<file path="config.mk">
export PLATFORM = sky130hd
export DESIGN_NAME = joy_db15_tx
export DESIGN_NICKNAME = d
export VERILOG_FILES = /design/src/rtl/joy_db15_tx.sv
export SDC_FILE = /design/constraint.sdc
export NUM_CORES = 1
export LEC_CHECK = 0
export ABC_AREA = 1
export CAP_MARGIN = 10
export CORE_AREA = 2 2 71 53
export DETAILED_ROUTE_END_ITERATION = 7
export DIE_AREA = 0 0 73 55
export HOLD_SLACK_MARGIN = 0.03
export PLACE_DENSITY = 0.76
export SLEW_MARGIN = 25
export SYNTH_ARGS = -nofsm -noshare
export SYNTH_HDL_FRONTEND = slang
export SYNTH_SLANG_ARGS = --single-unit
export TNS_END_PERCENT = 1
</file>
<file path="constraint.sdc">
create_clock -name clk -period 1.5 [get_ports clk]
set_input_delay 0.15 -clock clk [delete_from_list [all_inputs] [get_ports clk]]
set_output_delay 0.15 -clock clk [all_outputs]
set_load 0.1 [all_outputs]
</file>
<file path="src/rtl/joy_db15_tx.sv">
// joy_db15_tx: DB15 joystick adapter emulator, parallel-load then serial shift on JOY_CLK.
// Define JOY_DB15_TX_STATS_EN to add the frame_cnt and short_frame outputs.
module joy_db15_tx #(
  parameter int FRAME_BITS  = 24,
  parameter int SYNC_STAGES = 2
) (
  input  logic        clk,
  input  logic        reset,
  input  logic [11:0] joystick1,
  input  logic [11:0] joystick2,
  input  logic        JOY_LOAD,
  input  logic        JOY_CLK,
  output logic        JOY_DATA,
  output logic        frame_done,
  output logic [4:0]  bit_cnt
`ifdef JOY_DB15_TX_STATS_EN
  ,
  output logic [15:0] frame_cnt,
  output logic        short_frame
`endif
);
  logic [SYNC_STAGES-1:0] load_s_q, clk_s_q;
  logic                   clk_prev_q;
  logic [FRAME_BITS-1:0]  shreg_q, shreg_d;
  logic [4:0]             bit_cnt_q, bit_cnt_d;
  logic                   done_q, done_d;
  logic                   ld, shift;
  always_comb begin
    ld        = ~load_s_q[SYNC_STAGES-1];
    shift     = ~ld & clk_s_q[SYNC_STAGES-1] & ~clk_prev_q;
    shreg_d   = ld ? FRAME_BITS'({~joystick2, ~joystick1}) :
                shift ? {1'b1, shreg_q[FRAME_BITS-1:1]} : shreg_q;
    bit_cnt_d = ld ? 5'd0 :
                (shift && bit_cnt_q != 5'(FRAME_BITS)) ? bit_cnt_q + 5'd1 : bit_cnt_q;
    done_d    = shift & (bit_cnt_q == 5'(FRAME_BITS - 1));
  end
  // Sync chains idle high so reset never looks like a load or a clock edge.
  always_ff @(posedge clk) begin
    if (reset) begin
      load_s_q   <= '1;
      clk_s_q    <= '1;
      clk_prev_q <= 1'b1;
      shreg_q    <= '1;
      bit_cnt_q  <= '0;
      done_q     <= 1'b0;
    end else begin
      load_s_q   <= {load_s_q[SYNC_STAGES-2:0], JOY_LOAD};
      clk_s_q    <= {clk_s_q[SYNC_STAGES-2:0], JOY_CLK};
      clk_prev_q <= clk_s_q[SYNC_STAGES-1];
      shreg_q    <= shreg_d;
      bit_cnt_q  <= bit_cnt_d;
      done_q     <= done_d;
    end
  end
  assign JOY_DATA   = shreg_q[0];
  assign frame_done = done_q;
  assign bit_cnt    = bit_cnt_q;
`ifdef JOY_DB15_TX_STATS_EN
  logic [15:0] frame_cnt_q;
  logic        short_q;
  always_ff @(posedge clk) begin
    if (reset) begin
      frame_cnt_q <= '0;
      short_q     <= 1'b0;
    end else begin
      frame_cnt_q <= frame_cnt_q + {15'd0, done_d};
      short_q     <= short_q | (ld && bit_cnt_q != 5'd0 && bit_cnt_q < 5'(FRAME_BITS));
    end
  end
  assign frame_cnt   = frame_cnt_q;
  assign short_frame = short_q;
`endif
endmodule

</file>
==> results.md, run 1 <==
- Outcome: complete, no violations
- Via Count: 1,452
- Row count: 18
- Detailed placement HPWL: 2183 um
- RSZ-0062 raised after global routing: false
- Worst setup margin: 194.8 ps
- Pre-CTS setup slack: -42.05 ps
- Die X: 73 um
- Pre-antenna DRT Iters: 4
- PD cells: 972.8 mW/mm^2
- Antenna violations before repair: 0
- CP Launch Type: flop
- Worst slew pin tran: 471.5 ps
- Lkg Pwr: 1.005 nW
- Hold depth: 1
- Post-DR vias/cell: 4.939
- Total GRT Usage: 0.1863
- Starting Density: 0.4664
- Core area: 0.003356 mm^2
- WL per Instance: 11.18 um
- Fillers: 284
- Post-synthesis cell type count: 20
- Reg-to-Reg End: bit_cnt[1]
- Headroom to the max-slew limit: 0.6854
- Grt ovf: 0
- Setup Viol. Count Final: 0
- Routed wire length: 3287 um
- Ratio of cells with drive above 1 in the final layout: 0.1339
- Post-route ant nets: 0
- Num ports: 35
- Largest net degree at the start of global routing: 26
- Seq/Total Area, Yosys: 0.4476
- Inserted Diodes: 0
- Critical Path Sink Type: flop
- Register-to-register path setup slack: 190 ps
- Warnings, synthesis: 0
- Iter 0 DRT Violations: 159
- CP Max Fanout: 6
- Arrival time at the worst endpoint: 1470 ps
- Kind of critical path: reg2reg
- Final Max Slew Viols: 0
- Synth Register Bits: 35
- RD Place Congestion: 0.7829
- First-pass GRT wire length: 5464 um
- Mean post-synth cell area: 7.115 um^2
- Crit share post-route: 0.8702
- Syn Nets: 250
- WHS Endpoint: load_s_q[1]
- Clk_lat worst skew: 290 ps
- H-Tree Depth: 2
- Max cap viols: 0
- Final Critical Period: 1305 ps
- Clk_skew: 8.537 ps
- Data required, critical path: 1670 ps
- Root Driver: clkbuf_8
- Synth Cell Area: 0.001565 mm^2
- Worst Hold Class: reg2reg
- Hold Crit Start: load_s_q[0]
- Peak supply drop: 0.0006657 V
- Post-CTS setup buffers: 0
- DIE AREA: 0.004015 mm^2
- Fmax: 766.1 MHz
- CTS tree: yes
- Min Hold Slack: 409.9 ps
- Port buffer count: 34
- Final hold vios: 0
- Register Area: 709.4 um^2
- Sink Count: 35
- Setup TNS: 0 ps
- Reg2reg path depth: 8
- Post-synthesis cell count: 220
- FF-to-FF Start: bit_cnt[1]
- Detailed-route DRC error count: 0
- Multi-input gate area: 760.7 um^2
- Most common cell after layout, fill and taps aside: nand2_1
- Clock tree buffer depth: 2
- Final net count: 283
- Number of buffers created by CTS: 5
- Most frequent cells in the layout: 84 x nand2_1, 30 x dfxtp_1, 27 x clkdlybuf4s50_1, 26 x o21ai_0, 26 x nand3_1
- Synthesis-to-finish area growth: 34.53%
- Die height: 55 um
- Worst-path clk slew: 60 ps
- Vias in the first global route: 1,210
## worst max-delay path, stage by stage, from the launching register on
cell	delay, ps
dfxtp_2	410
inv_1	60
ha_1	170
nand2_1	80
inv_1	40
nand2_1	50
nand2_1	110
o21ai_0	200
nor2_1	70
## where the power goes
group          internal [W]  switching [W]
clock              0.000419       0.000322
combinational      0.000146       0.000154
sequential         0.000980      0.0000287
total               0.00154       0.000504
## cells by family after synthesis
group	share of synthesized area
simple gates	0.3709
flops	0.4476
compound gates	0.09512
buf+inv	0.07034
fa+ha+maj	0.01598
## flip-flops by register name, indices dropped and copies added (netlist names)
register / count
shreg_q: 24
bit_cnt: 5
clk_s_q: 2
load_s_q: 2
clk_prev_q: 1
frame_done: 1
## per-layer routing
metal / share of wire / GRT usage
met1: 0.49 / 0.2389
met2: 0.42 / 0.2733
met3: 0.065 / 0.06159
met5: 0 / 0
met4: 0.021 / 0.1142
## layout make-up
cell class                 count  share of cell area
sequential                    35              0.3369
tap                           40             0.02377
inverter                      10             0.01901
clock buffer                   8             0.04753
multi-input combinational    164              0.3613
timing repair buffer          37              0.2115
## worst max-delay path by stage
stage / from / endpoint / slack (ps) / cells after the start
after global routing: clk_s_q[1] / shreg_q[14] / 60 / 6
after detailed placement: clk_s_q[1] / shreg_q[19] / -40 / 6
after floorplan: bit_cnt[1] / bit_cnt[1] / 4 / 8
after CTS: clk_s_q[1] / shreg_q[10] / 120 / 6
final: bit_cnt[1] / bit_cnt[1] / 190 / 8
after global placement: clk_s_q[1] / shreg_q[12] / -20 / 6
## cell usage after synthesis
master / instances / area share
or2_2: 5 / 0.020
inv_2: 2 / 0.0048
buf_4: 2 / 0.0096
dfxtp_1: 35 / 0.45
nor3_1: 1 / 0.0032
buf_2: 4 / 0.013
nand3b_4: 1 / 0.013
clkbuf_1: 4 / 0.0096
ha_1: 2 / 0.016
o21ai_0: 26 / 0.083
nand2_1: 84 / 0.20
a21oi_1: 2 / 0.0064
nor2_1: 10 / 0.024
o2111ai_1: 1 / 0.0056
nor2_2: 1 / 0.0040
nand3_1: 26 / 0.083
buf_6: 2 / 0.014
nor2_4: 2 / 0.014
nand4_1: 2 / 0.0080
inv_1: 8 / 0.019
## through the flow
stage               utilization  cell area, um^2  total power [W]  std cells
floorplan                     -             1574         0.001209        220
finish                   0.6275             2106         0.002048        294
global placement         0.5951             1997         0.001321        285
global route             0.6275             2106         0.002150        294
detailed placement       0.5951             1997         0.001324        285
CTS                      0.6268             2103         0.002070        294
## what timing repair did
action / in CTS / in global routing
cloned: 1 / 0
hold buffers: 0 / 0
setup endpoints to repair: 23 / 1
resized for setup: 0 / 2
pin swaps: 1 / 0
Note: power is estimated with default switching activity, not from simulation.
==> inputs of run 2 (changes only) <==
--- a/config.mk
+++ b/config.mk
@@ -6,12 +6,13 @@
 export NUM_CORES = 1
 export LEC_CHECK = 0
 export ABC_AREA = 1
+export ABC_CLOCK_PERIOD_IN_PS = 1500
 export CAP_MARGIN = 10
 export CORE_AREA = 2 2 71 53
 export DETAILED_ROUTE_END_ITERATION = 7
 export DIE_AREA = 0 0 73 55
 export HOLD_SLACK_MARGIN = 0.03
-export PLACE_DENSITY = 0.76
+export PLACE_DENSITY = 0.8
 export SLEW_MARGIN = 25
 export SYNTH_ARGS = -nofsm -noshare
 export SYNTH_HDL_FRONTEND = slang
==> run 2 against run 1 <==
Flip-flop and latch count unchanged. Maximum frequency fell by 1.1%. Routed wire length increased by 5.0%. Total power rose by 6.5%. Final area increased by 1.1%. Highest routed layer unchanged.
==> results.md, run 2 (same netlist as run 1, synthesis figures left out) <==
- Outcome: complete, no violations
- Synthesis-to-finish area growth: 35.97%
- Pre-CTS setup slack: -75.01 ps
- Detailed placement HPWL: 2255 um
- Largest net degree at the start of global routing: 48
- PnR Total Power: 0.002181 W
- DIE AREA: 0.004015 mm^2
- Grt ovf: 0
- Reg with most FFs: shreg_q
- Clk_skew: 9.879 ps
- Arrival time at the worst endpoint: 1540 ps
- PD cells: 1025 mW/mm^2
- Final net count: 284
- Post-route ant nets: 0
- Peak supply drop: 0.0005879 V
- Fmax: 758.0 MHz
- Data required, critical path: 1720 ps
- Vias in the first global route: 1,172
- Kind of critical path: reg2reg
- CTS tree: yes
- Register Area: 709.4 um^2
- Crit share post-route: 0.8795
- CP Launch Type: flop
- Total GRT Usage: 0.1904
- Lkg Pwr: 1.020 nW
- RSZ-0062 raised after global routing: false
- Root Driver: clkbuf_8
- Multi-input gate area: 760.7 um^2
- Placed insts: 284
- Post-CTS sizing: 0
- Antenna violations before repair: 0
- Starting Density: 0.4664
- Num ports: 35
- Worst setup margin: 180.8 ps
- Fillers: 285
- Headroom to the max-slew limit: 0.6516
- Inserted Diodes: 0
- Setup Viol. Count Final: 0
- First-pass GRT wire length: 5671 um
- Max reg flops: 24
- Core area: 0.003356 mm^2
- Number of buffers created by CTS: 5
- Worst Hold Class: reg2reg
- CP peak stage delay: 410 ps
- Final Critical Period: 1319 ps
- Worst path cell trace: nand2_1 > nor2_4 > nor2_4 > inv_2 > nand2_1 > nand3_1
- Final Max Slew Viols: 0
- Most frequent cells in the layout: 84 x nand2_1, 30 x dfxtp_1, 27 x clkdlybuf4s50_1, 26 x o21ai_0, 26 x nand3_1
- Row count: 18
- Clk_lat worst skew: 290 ps
- Max cap viols: 0
- Most common cell after layout, fill and taps aside: nand2_1
- Setup TNS: 0 ps
- Final Core Density: 0.6342
- H-Tree Depth: 2
- Final hold vios: 0
- Top delay family on crit path: simple AND/OR/NAND/NOR gates
- Non-Filler Instances: 295
- Pre-antenna DRT Iters: 4
- Slowest CP cell: dfxtp_1
- Post-DR vias/cell: 5.102
- Die X: 73 um
- Worst-path clk slew: 70 ps
- Buffers plus inverters on the worst setup path: 1
- Sink Count: 35
- Via Count: 1,505
- WL per Instance: 11.70 um
- CTS Hold Bufs: 0
- Die height: 55 um
- Clock tree buffer depth: 2
- Critical Path Sink Type: flop
- Ratio of cells with drive above 1 in the final layout: 0.1412
- Worst slew pin tran: 522.1 ps
- Detailed-route DRC error count: 0
- Routed wire length: 3452 um
- Iter 0 DRT Violations: 78
- Port buffer count: 34
- RD Place Congestion: 0.8510
- CP Max Fanout: 23
-- run 2: changes by cell type in the layout (fill, tap and decap cells not counted) --
cell / previous run / this run
inv_2: 1 / 2
bufinv_16: 0 / 1
clkbuf_8: 7 / 6
inv_4: 1 / 0
clkbuf_1: 1 / 0
buf_4: 2 / 3
clkinv_2: 0 / 1
-- run 2: per-stage QoR --
step	hold slack [ps]	area, um^2
6_report	415.7	2128
5_1_grt	433.5	2128
4_1_cts	413.7	2113
3_5_place_dp	402.9	1989
3_3_place_gp	392.1	1989
2_1_floorplan	253.8	1574
-- run 2: path summary, 6_finish.rpt --
check	endpoint	from	slack, ps	cells past startpoint
hold reg to reg	clk_s_q[1]	clk_s_q[0]	420	1
hold / removal	clk_s_q[1]	clk_s_q[0]	420	1
setup / recovery	shreg_q[11]	clk_s_q[1]	180	6
setup reg to reg	shreg_q[11]	clk_s_q[1]	180	6
-- run 2: timing repair --
action	in CTS	in global routing
hold endpoints to repair	0	0
setup buffers	0	2
cloned	1	0
endpoints found under the setup margin	23	19
pin swaps	1	1
-- run 2: final cells by class --
| type | count | area share |
|---|---|---|
| Sequential cell | 35 | 0.3333 |
| Inverter | 10 | 0.01764 |
| Clock inverter | 2 | 0.01646 |
| Clock buffer | 6 | 0.03880 |
| Timing Repair Buffer | 38 | 0.2128 |
| Tap cell | 40 | 0.02352 |
| Multi-Input combinational cell | 164 | 0.3574 |
-- run 2: report_power, final --
part / switching (W) / leakage [nW] / internal (W)
Sequential: 0.0000307 / 0.290 / 0.000980
Clock: 0.000329 / 0.0612 / 0.000537
Combinational: 0.000156 / 0.668 / 0.000148
-- run 2: per-layer routing --
metal | up-vias | global-route usage | share of wire
met5 | - | 0 | 0
met4 | 0 | 0.09259 | 0.020
met3 | 8 | 0.04891 | 0.063
met2 | 50 | 0.2673 | 0.42
met1 | 667 | 0.2709 | 0.50
li1 | 780 | - | -
